$ cat src/rtl/sample_loader.sv
// sample_loader: packs a serial valid/ready byte stream into a flat
// little-endian sample bus, using two ping-pong banks so the next sample
// can load while the current one is being consumed.
module sample_loader #(
    parameter int unsigned NBYTES = 62,
    parameter int unsigned W      = 8
) (
    input  logic                 clk,
    input  logic                 rst,
    input  logic [W-1:0]         in_data,
    input  logic                 in_valid,
    input  logic                 in_last,
    output logic                 in_ready,
    output logic [NBYTES*W-1:0]  data_out,
    output logic                 data_valid,
    input  logic                 data_ack,
    output logic [1:0]           pending,
    output logic                 err_frame
);

    localparam int unsigned IW   = (NBYTES > 1) ? $clog2(NBYTES) : 1;
    localparam int unsigned BUSW = NBYTES * W;
    localparam logic [IW-1:0] LAST_IDX = IW'(NBYTES - 1);

    logic [BUSW-1:0] bank_a;
    logic [BUSW-1:0] bank_b;
    logic            full_a;
    logic            full_b;
    logic            wsel;
    logic            rsel;
    logic [IW-1:0]   widx;

    logic            full_a_nxt;
    logic            full_b_nxt;
    logic            wsel_nxt;
    logic            rsel_nxt;
    logic [IW-1:0]   widx_nxt;
    logic [1:0]      pending_nxt;
    logic            err_nxt;

    logic            accept;
    logic            at_last;
    logic            complete;
    logic            early_last;
    logic            ack;

    // Handshake and output muxing straight from registered bank state
    always_comb begin
        in_ready   = wsel ? !full_b : !full_a;
        data_valid = rsel ? full_b : full_a;
        data_out   = rsel ? bank_b : bank_a;
        accept     = in_valid && in_ready;
        at_last    = (widx == LAST_IDX);
        complete   = accept && at_last;
        early_last = accept && in_last && !at_last;
        ack        = data_ack && data_valid;
    end

    // Next-state for flags, selectors, byte index and error pulse.
    // A completing bank is never the bank being acked (one is empty, the
    // other full), so set and clear at the same edge never collide.
    always_comb begin
        full_a_nxt = full_a;
        full_b_nxt = full_b;
        wsel_nxt   = wsel;
        rsel_nxt   = rsel;
        widx_nxt   = widx;
        err_nxt    = 1'b0;

        if (complete) begin
            if (wsel) full_b_nxt = 1'b1;
            else      full_a_nxt = 1'b1;
            wsel_nxt = !wsel;
            widx_nxt = '0;
            err_nxt  = !in_last;
        end else if (early_last) begin
            widx_nxt = '0;
            err_nxt  = 1'b1;
        end else if (accept) begin
            widx_nxt = widx + IW'(1);
        end

        if (ack) begin
            if (rsel) full_b_nxt = 1'b0;
            else      full_a_nxt = 1'b0;
            rsel_nxt = !rsel;
        end

        pending_nxt = {1'b0, full_a_nxt} + {1'b0, full_b_nxt};
    end

    // Control state register
    always_ff @(posedge clk or negedge rst) begin
        if (!rst) begin
            full_a    <= 1'b0;
            full_b    <= 1'b0;
            wsel      <= 1'b0;
            rsel      <= 1'b0;
            widx      <= '0;
            pending   <= 2'd0;
            err_frame <= 1'b0;
        end else begin
            full_a    <= full_a_nxt;
            full_b    <= full_b_nxt;
            wsel      <= wsel_nxt;
            rsel      <= rsel_nxt;
            widx      <= widx_nxt;
            pending   <= pending_nxt;
            err_frame <= err_nxt;
        end
    end

    // Bank storage: accepted byte lands at its index in the write bank
    always_ff @(posedge clk or negedge rst) begin
        if (!rst) begin
            bank_a <= '0;
            bank_b <= '0;
        end else if (accept) begin
            for (int unsigned i = 0; i < NBYTES; i++) begin
                if (widx == IW'(i)) begin
                    if (wsel) bank_b[i*W +: W] <= in_data;
                    else      bank_a[i*W +: W] <= in_data;
                end
            end
        end
    end

endmodule

$ cat config.mk
export PLATFORM = sky130hd
export DESIGN_NAME = sample_loader
export DESIGN_NICKNAME = d
export VERILOG_FILES = /design/src/rtl/sample_loader.sv
export SDC_FILE = /design/constraint.sdc
export NUM_CORES = 1
export LEC_CHECK = 0
export ABC_AREA = 1
export BUFFER_PORTS_ARGS = -buffer_cell sky130_fd_sc_hd__buf_2
export CELL_PAD_IN_SITES_DETAIL_PLACEMENT = 1
export CELL_PAD_IN_SITES_GLOBAL_PLACEMENT = 2
export CORE_UTILIZATION = 35
export CTS_CLUSTER_DIAMETER = 200
export DETAILED_ROUTE_END_ITERATION = 10
export PLACE_DENSITY = 0.82
export SLEW_MARGIN = 40
export SYNTH_ARGS = -nofsm -noshare
export SYNTH_HDL_FRONTEND = slang
export SYNTH_SLANG_ARGS = --single-unit
$ cat constraint.sdc
create_clock -name clk -period 2.1 [get_ports clk]
set_input_delay 0.21 -clock clk [delete_from_list [all_inputs] [get_ports clk]]
set_output_delay 0.21 -clock clk [all_outputs]
set_load 0.02 [all_outputs]
* After elaboration in Yosys (flattened, before gate mapping)
Cells that the tools add are included.
Cells by class: add/subtract/negate cells 2, eq/ne operators 61, muxes and demuxes 16, bitwise logic cells 1, reductions and logical operators 137
Operators by type and width (number):
- $mux W496 | 1
- $reduce_and A3 Y1 | 124
- $eq A6 B6 Y1 const B | 30
- $eq A6 B5 Y1 const B | 16
- $eq A6 B4 Y1 const B | 8
- $eq A6 B3 Y1 const B | 4
- $mux W6 | 3
- $eq A6 B2 Y1 const B | 2
- $mux W1 | 12
- $add A6 B1 Y6 const B | 1
- $eq A6 B1 Y1 const B | 1
- $logic_not A1 Y1 | 6
- $logic_not A6 Y1 | 1
- $logic_and A1 B1 Y1 | 5
- $reduce_bool A3 Y1 | 1
- $add A1 B1 Y2 | 1
- $not A1 Y1 | 1
Word-level totals: register bits after elaboration 1005, output and inout port bits 501

* Longest topological paths before layout
Gate-level depths: netlist of the first run.
depth in word-level cells 8, gate-level depth with buffers 9, mapped depth without buffers 8

* Worst setup path before layout of the first run
OpenSTA, ideal clock, no wires.
kind reg2out, start register rsel, end output data_out[100], arrival 1593 ps, required time 1890 ps, slack 297 ps, stages on the path, launching flop included 8, buffers on the path 4, path through dfrtp_1 clkbuf_1 inv_1 clkbuf_1 clkbuf_1 clkbuf_1 nand2_1 nand2_1
Between the ends: longest elaborated chain between the ends 1
RTL lines:
- from (decl) | line 30 | logic rsel;
- from (signal assigned) | line 106 | rsel <= rsel_nxt;
- $mux W496 | line 51 | data_out = rsel ? bank_b : bank_a;
- to (decl) | line 14 | output logic [NBYTES*W-1:0] data_out,
Every way passes these cells.

* Worst setup path after layout of the first run
start register rsel, end output data_out[86]
The elaborated chain is that of the path after synthesis.

==> results of run 1 <==
-- cell type report --
type                            count  area [um2]  share of cell area [%]
Tap cell                         1600        2000                    3.64
Clock inverter                     29         294                   0.534
Inverter                           24         136                   0.248
Antenna cell                        2        5.00                 0.00909
Timing Repair Buffer              817        7980                    14.5
Multi-Input combinational cell   3730       16000                    29.0
Timing Repair inverter              2        25.0                  0.0455
Sequential cell                  1005       25200                    45.7
Clock buffer                      184        3500                    6.35
-- cells by family (layout without fill, tap and decap cells) --
family                   after synthesis  after routing
AND/OR/NAND/NOR                     2717           2717
AO/OA/AOI/OAI                       1007           1007
flip-flops                          1005           1005
buffers and inverters                382           1056
adder cells (fa/ha/maj)                5              5
XOR/XNOR                               1              1
other                                  0              2
-- layer usage --
layer  up-vias  track usage (%)  part of all wire, %  routed length (um)
li1      17400                -                    -                   -
met1     18700             34.5                   44               69600
met2       789             42.8                   49               78100
met3       208             3.04                  3.8                6000
met4         0             8.50                  3.3                5240
met5         -                0                    0                   0
-- worst max-delay path, delay by kind of cell, from the launching register on --
kind	cells	cell delay (ns)
simple gates	2	0.25
buf+inv	5	0.84
flops	1	0.49
-- through the flow --
stage / setup TNS (ns) / power [W] / hold slack (ns) / std cells / worst slack, ns
floorplan: 0 / 0.0220 / -0.0856 / 5117 / 0.297
global placement: -2.31 / 0.0238 / 0.161 / 7101 / -0.115
detailed placement: -6.90 / 0.0239 / 0.162 / 7101 / -0.154
CTS: -174.06 / 0.0446 / 0.0325 / 7366 / -0.424
global route: -230.57 / 0.0459 / 0.0652 / 7391 / -0.436
finish: -138.18 / 0.0444 / 0.0540 / 7393 / -0.394
-- cells in the final DEF, fill, tap and decap left out, types with 2 or more instances in the layout --
cell type and instances:
a21oi_1 11, bufbuf_16 2, nor2_1 71, clkbuf_1 33
diode_2 2, ha_1 5, buf_6 118, bufinv_16 4
clkbuf_16 130, clkbuf_8 36, buf_2 329, inv_6 6
dfrtp_1 1004, nand2_2 109, inv_1 15, nand2_4 44
clkinv_2 18, nand2_1 2477, inv_16 2, inv_4 8
buf_16 32, o21ai_0 994, nand3_1 14, buf_8 2
nor3_4 2, clkbuf_4 9, buf_12 99, buf_4 204
dlygate4sd3_1 7
-- state kept, by name, indices dropped and copies added (netlist names) --
signal / cells
bank_a: 496
bank_b: 496
err_frame: 1
full_a: 1
full_b: 1
pending: 2
rsel: 1
widx: 6
wsel: 1
-- report_power, final --
| group | internal, W | total [W] | switching, W |
|---|---|---|---|
| sequential | 0.0199 | 0.0202 | 0.000317 |
| clock | 0.0118 | 0.0202 | 0.00834 |
| combinational | 0.00129 | 0.00397 | 0.00268 |
-- final timing paths --
| kind | depth (start not counted) | slack (ns) | to |
|---|---|---|---|
| max | 7 | -0.39 | data_out[86] |
| max in group asynchronous | 3 | 0.84 | bank_b[493]$_DFFE_PN0P_ |
| min in group asynchronous | 3 | 0.26 | bank_b[351]$_DFFE_PN0P_ |
| max reg2reg | 8 | -0.19 | bank_a[470]$_DFFE_PN0P_ |
| min reg2reg | 2 | 0.48 | bank_b[76]$_DFFE_PN0P_ |
| min | 4 | 0.05 | bank_a[276]$_DFFE_PN0P_ |
-- timing repair --
item | in CTS | in global routing
endpoints found under the hold margin | 586 | 0
gates resized for setup | 329 | 228
pin swaps | 4 | 22
endpoints found under the setup margin | 649 | 1075
setup buffers | 21 | 8
gates cloned | 23 | 21
hold buffers | 8 | 0
==> results.md, run 1 <==
* Via/cell ratio at 5.02
* Final WS setup at -0.394 ns
* DR vias at 37,100
* CTS buffer count at 114
* Critical Path AT at 2.28 ns
* Initial antenna violation count at 3
* Rows at 126
* Clock sink total at 1,005
* Syn-to-layout area delta at 31.2%
* CTS H-tree lvls at 3
* Critical Path Source Type: flop
* Most used flip-flop cell after synthesis: dfrtp_1
* Xor/xnor share of the synthesized area at 0.0209%
* Async S/R FF share, synth at 100%
* P_leak at 28.0 nW
* Area leader, netlist: dfrtp_1
* Run status: complete, but fails checks
* Fillers at 13,800
* Initial core utilization at 35.4%
* Netlist cell types at 16
* PwrDens at 806 nW/um2
* Hold_sp: in_data[4]
* Post-DP Area at 48,200 um2
* Compound-Gate Fraction of Synth Area at 12.0%
* Gate Count Post-Synth at 5,117
* Tmin final at 2.49 ns
* Count leader, synth: nand2_1
* Max Clock Skew at 0.0293 ns
* Top cells by area, synth: dfrtp_1 60%, nand2_1 24%, o21ai_0 12%
* Final core utilization at 46.5%
* Vias in the first global route at 37,600
* CP max stage cell: dfrtp_4
* Drt first pass iters at 5
* Syn avg cell area at 8.20 um2
* FMAX at 401 MHz
* Total Die Area at 121,000 um2
* Area share of fa/ha/maj cells after synthesis at 0.149%
* Post-synthesis sequential area ratio at 59.9%
* Top post-synthesis cells by count: 2,630 x nand2_1, 1,005 x dfrtp_1, 994 x o21ai_0, 340 x clkbuf_1, 71 x nor2_1
* Port bufs at 513
* Worst slew margin at 52.7%
* CTS clk-pin slew, worst paths at 0.06 ns
* Largest net degree at the start of global routing at 101
* Slew Viols, Final at 0
* CP Max Fanout at 8
* Crit. Startpoint: rsel$_DFFE_PN0N_
* GR Overflow Total at 0
* Crit-path cells: buf_12 -> inv_6 -> buf_4 -> buf_4 -> nand2_1 -> nand2_1 -> buf_2
* Multiplexer share of the synthesized area at 0%
* Root Driver: clkbuf_16
* Setup CP Type: flop to output port
* Share of layout cells above drive strength 1 at 20.0%
* Core region area at 118,000 um2
* Critical path's largest stage delay at 0.49 ns
* GRT Resource Usage Total at 25.6%
* Final instance area at 55,100 um2
* WL final at 159,000 um
* EDFF count, synth at 0
* Longest Clk Path Bufs at 3
* Slew @ Worst Pin at 0.710 ns
* Post-synth top area share at 59.9%
* Critical Path RT at 1.89 ns
* Drt wl/cell at 21.5 um
* Failing checks: negative setup slack
* Hold Path Class: input pin to flop
* Largest family of logic cells by synthesized area: simple AND/OR/NAND/NOR gates
* First-pass GRT wire length at 238,000 um
* Max-capacitance violation count at 0
* Io pins at 514
* Antenna-violating nets left at 0
* Ys Warns at 0
* Die W at 348 um
* Peak supply drop at 0.635 mV
* Syn nets at 5,135
* Initial DRC count at 2,498
* DP HPWL at 97,900 um
* Insertion delay to the later sink of the worst-skew pair at 0.71 ns
* RD Place Congestion at 0.815
* Fin crit share at 119%
* CTS tree: yes
* NumNets Final at 5,712
* # setup viols final at 606
* Simple-Gate Fraction of Synth Area at 24.4%
* Final Hold Fails at 0
* Vert. Die Dim at 348 um
* Post-Syn Area at 42,000 um2
* RSZ-0062 raised after global routing: true
* Reg-to-Reg Start: widx[0]$_DFFE_PN0P_
* FF+latch count, synth at 1,005
* Crit. End Element: output port
* Remaining DRCs at 0
Power figures use the tool's default switching activity.
==> inputs of run 2 (changes only) <==
--- a/config.mk
+++ b/config.mk
@@ -7,12 +7,10 @@
 export LEC_CHECK = 0
 export ABC_AREA = 1
 export BUFFER_PORTS_ARGS = -buffer_cell sky130_fd_sc_hd__buf_2
-export CELL_PAD_IN_SITES_DETAIL_PLACEMENT = 1
-export CELL_PAD_IN_SITES_GLOBAL_PLACEMENT = 2
-export CORE_UTILIZATION = 35
+export CORE_UTILIZATION = 49
 export CTS_CLUSTER_DIAMETER = 200
 export DETAILED_ROUTE_END_ITERATION = 10
-export PLACE_DENSITY = 0.82
+export PLACE_DENSITY = 0.71
 export SLEW_MARGIN = 40
 export SYNTH_ARGS = -nofsm -noshare
 export SYNTH_HDL_FRONTEND = slang
==> constraint.sdc (replaced) <==
create_clock -name clk -period 2.1 [get_ports clk]
set_input_delay 0.42 -clock clk [delete_from_list [all_inputs] [get_ports clk]]
set_output_delay 0.42 -clock clk [all_outputs]
set_load 0.02 [all_outputs]
==> run 2 against run 1 <==
The flow still finishes with violations (negative setup slack); cell count down 7.6%; clock skew up 0.0016 ns; combinational power down 9.6%; sequential share of layout area up 2.4 points; utilization up 16 points; non-clock buffer count down 65; largest cell class unchanged.
==> results.md, run 2 (synthesis gave the netlist of run 1 again) <==
* Via/cell ratio at 5.33 (+6.2%)
* # setup viols final at 520 (-14%)
* CTS clk-pin slew, worst paths at 0.06 ns (about the same)
* Longest Clk Path Bufs at 3 (unchanged)
* Critical Path RT at 1.68 ns (-0.21 ns)
* Crit. End Element: output port
* CP delay by family, top: buffers and inverters
* DR vias at 36,400 (-1.8%)
* Crit-path cells: buf_4 -> inv_8 -> bufbuf_16 -> nand2_1 -> nand2_1 -> buf_4
* Top Registers: bank_a x496, bank_b x496, widx x6
* Failing checks: negative setup slack
* PwrDens at 815 nW/um2 (+1.1%)
* Drt first pass iters at 8 (+3)
* Final Hold Fails at 0 (unchanged)
* Slew Viols, Final at 0 (unchanged)
* Setup CP Type: flop to output port
* CTS H-tree lvls at 3 (unchanged)
* Setup_tns at -186.64 ns (-48.46 ns)
* CP Buf/Inv Count at 4 (-1)
* Initial antenna violation count at 0 (-3)
* Syn-to-layout area delta at 24.8%
* Commonest non-fill, non-tap cells in the layout: 2,523 x nand2_1, 1,004 x dfrtp_1, 994 x o21ai_0
* Tmin final at 2.56 ns (+0.0675 ns)
* Worst slew margin at 59.9% (+7.2 points)
* Antenna-violating nets left at 0 (unchanged)
* Cell Int Power at 0.0321 W (-2.9%)
* Core region area at 84,200 um2 (-29%)
* Total Die Area at 86,800 um2 (-28%)
* Slew @ Worst Pin at 0.601 ns (-0.108 ns)
* GRT Resource Usage Total at 30.2% (+4.5 points)
* CTS tree: yes
* Critical Path Source Type: flop
* WHS at 0.110 ns (+0.0557 ns)
* NumNets Final at 5,636 (-1.3%)
* Port bufs at 513 (unchanged)
* Initial DRC count at 2,971 (+19%)
* Fin crit share at 122% (+3.2 points)
* RSZ-0062 raised after global routing: true
* Diodes inserted at 0 (-2)
* CP max stage cell: dfrtp_4
* Rows at 106 (-16%)
* Share of layout cells above drive strength 1 at 18.2% (-1.8 points)
* Post-route insts no fill at 6,833 (-7.6%)
* Sequential share of power at 47.4% (+1.8 points)
* Final WS setup at -0.462 ns (-0.0675 ns)
* Initial core utilization at 49.8% (+14 points)
* FMAX at 390 MHz (-2.6%)
* Combinational group share of total power at 8.4% (-0.5 points)
* Root Driver: clkbuf_16
* P_leak at 26.9 nW (-3.8%)
* Hold Path Class: input pin to flop
* Die W at 295 um (-15%)
* WL final at 132,000 um (-17%)
* Max Clock Skew at 0.0309 ns (+0.00159 ns)
* CP Max Fanout at 12 (+4)
* Io pins at 514 (unchanged)
* CTS buffer count at 104 (-8.8%)
* GR Overflow Total at 0 (unchanged)
* Run status: complete, but fails checks
* Sw power at 0.0106 W (-6.7%)
* Critical Path AT at 2.14 ns (-0.14 ns)
* DP HPWL at 81,700 um (-17%)
* First-pass GRT wire length at 202,000 um (-15%)
* Most common cell after layout, fill and taps aside: nand2_1
* Vias in the first global route at 34,200 (-9.1%)
* Largest net degree at the start of global routing at 95 (-5.9%)
* Vert. Die Dim at 295 um (-15%)
* Remaining DRCs at 0 (unchanged)
* Clock sink total at 1,005 (unchanged)
* Clock Power Share at 44.2% (-1.3 points)
* Drt wl/cell at 19.4 um (-9.9%)
* RD Place Congestion at 0.837 (+2.7%)
* Peak supply drop at 0.673 mV (+6.0%)
* # placed instances at 6,613 (-6.9%)
* Insertion delay to the later sink of the worst-skew pair at 0.67 ns (-0.04 ns)
* Critical path's largest stage delay at 0.56 ns (+0.07 ns)
* Sw frac at 24.8% (-0.74 points)
* Max-capacitance violation count at 0 (unchanged)
## run 2: changes by cell type in the layout (fill, tap and decap cells not counted), sizes merged
cell,delta
clkbuf,-50
inv,-5
diode,-2
clkinvlp,+2
buf,-45
dlygate4sd3,-5
bufinv,+4
clkinv,+7
## run 2: worst reg2reg max path: stages (launching register included)
cell and delay, ns:
dfrtp_1 0.42, inv_1 0.13, ha_1 0.23, nand3_1 0.11, buf_4 0.17, nor2_1 0.35
nand2_1 0.39, nand2_1 0.16, o21ai_0 0.11
## run 2: routing by layer
metal / track usage [%] / up-vias / share of wire (%)
met5: 0 / - / 0
met4: 13.5 / 0 / 4.3
met3: 3.60 / 262 / 5.6
met2: 48.4 / 1273 / 48
li1: - / 17200 / -
met1: 41.3 / 17600 / 42
## run 2: power groups by stage
stage	combinational [W]	sequential, W	clock (W)
detailed placement	0.00321	0.0205	0
global placement	0.00316	0.0205	0
CTS	0.00343	0.0202	0.0191
finish	0.00359	0.0202	0.0189
floorplan	0.00154	0.0205	0
global route	0.00389	0.0203	0.0199
## run 2: area by class of cell
class | instances | area [um2]
Clock buffer | 149 | 3030
Clock inverter | 38 | 462
Fill cell | 7139 | 31900
Inverter | 24 | 123
Multi-Input combinational cell | 3730 | 15700
Sequential cell | 1005 | 25200
Tap cell | 1134 | 1420
Timing Repair Buffer | 752 | 6480
Timing Repair inverter | 1 | 11.3
## run 2: what timing repair did
| action | CTS | global route |
|---|---|---|
| endpoints found under the hold margin | 4 | 0 |
| pin swaps | 4 | 8 |
| resized for setup | 196 | 226 |
| buffers inserted | 15 | 1 |
| gates cloned | 9 | 8 |
| hold buffers | 2 | 0 |
| setup endpoints to repair | 516 | 984 |
## run 2: stage by stage
stage | instance area (um2) | utilization, % | total power (W) | setup WS, ns
finish | 52300 | 62.1 | 0.0427 | -0.462
global route | 52300 | 62.1 | 0.0440 | -0.516
CTS | 51500 | 61.1 | 0.0427 | -0.498
detailed placement | 47000 | 55.8 | 0.0237 | -0.0441
global placement | 47000 | 55.8 | 0.0237 | 0.0102
floorplan | 42000 | - | 0.0220 | 0.0869
## run 2: worst paths after layout
check                                              from                      end  slack [ns]  cells past startpoint
worst max-delay path                   rsel$_DFFE_PN0N_             data_out[82]       -0.46                      6
worst min-delay path                         in_data[7]  bank_a[335]$_DFFE_PN0P_        0.11                      3
worst max register to register      widx[0]$_DFFE_PN0P_  bank_a[178]$_DFFE_PN0P_       -0.11                      8
worst min register to register  bank_b[376]$_DFFE_PN0P_  bank_b[376]$_DFFE_PN0P_        0.48                      2
max in group asynchronous                           rst  bank_a[345]$_DFFE_PN0P_        0.89                      3
min in group asynchronous                           rst   bank_a[18]$_DFFE_PN0P_        0.36                      2
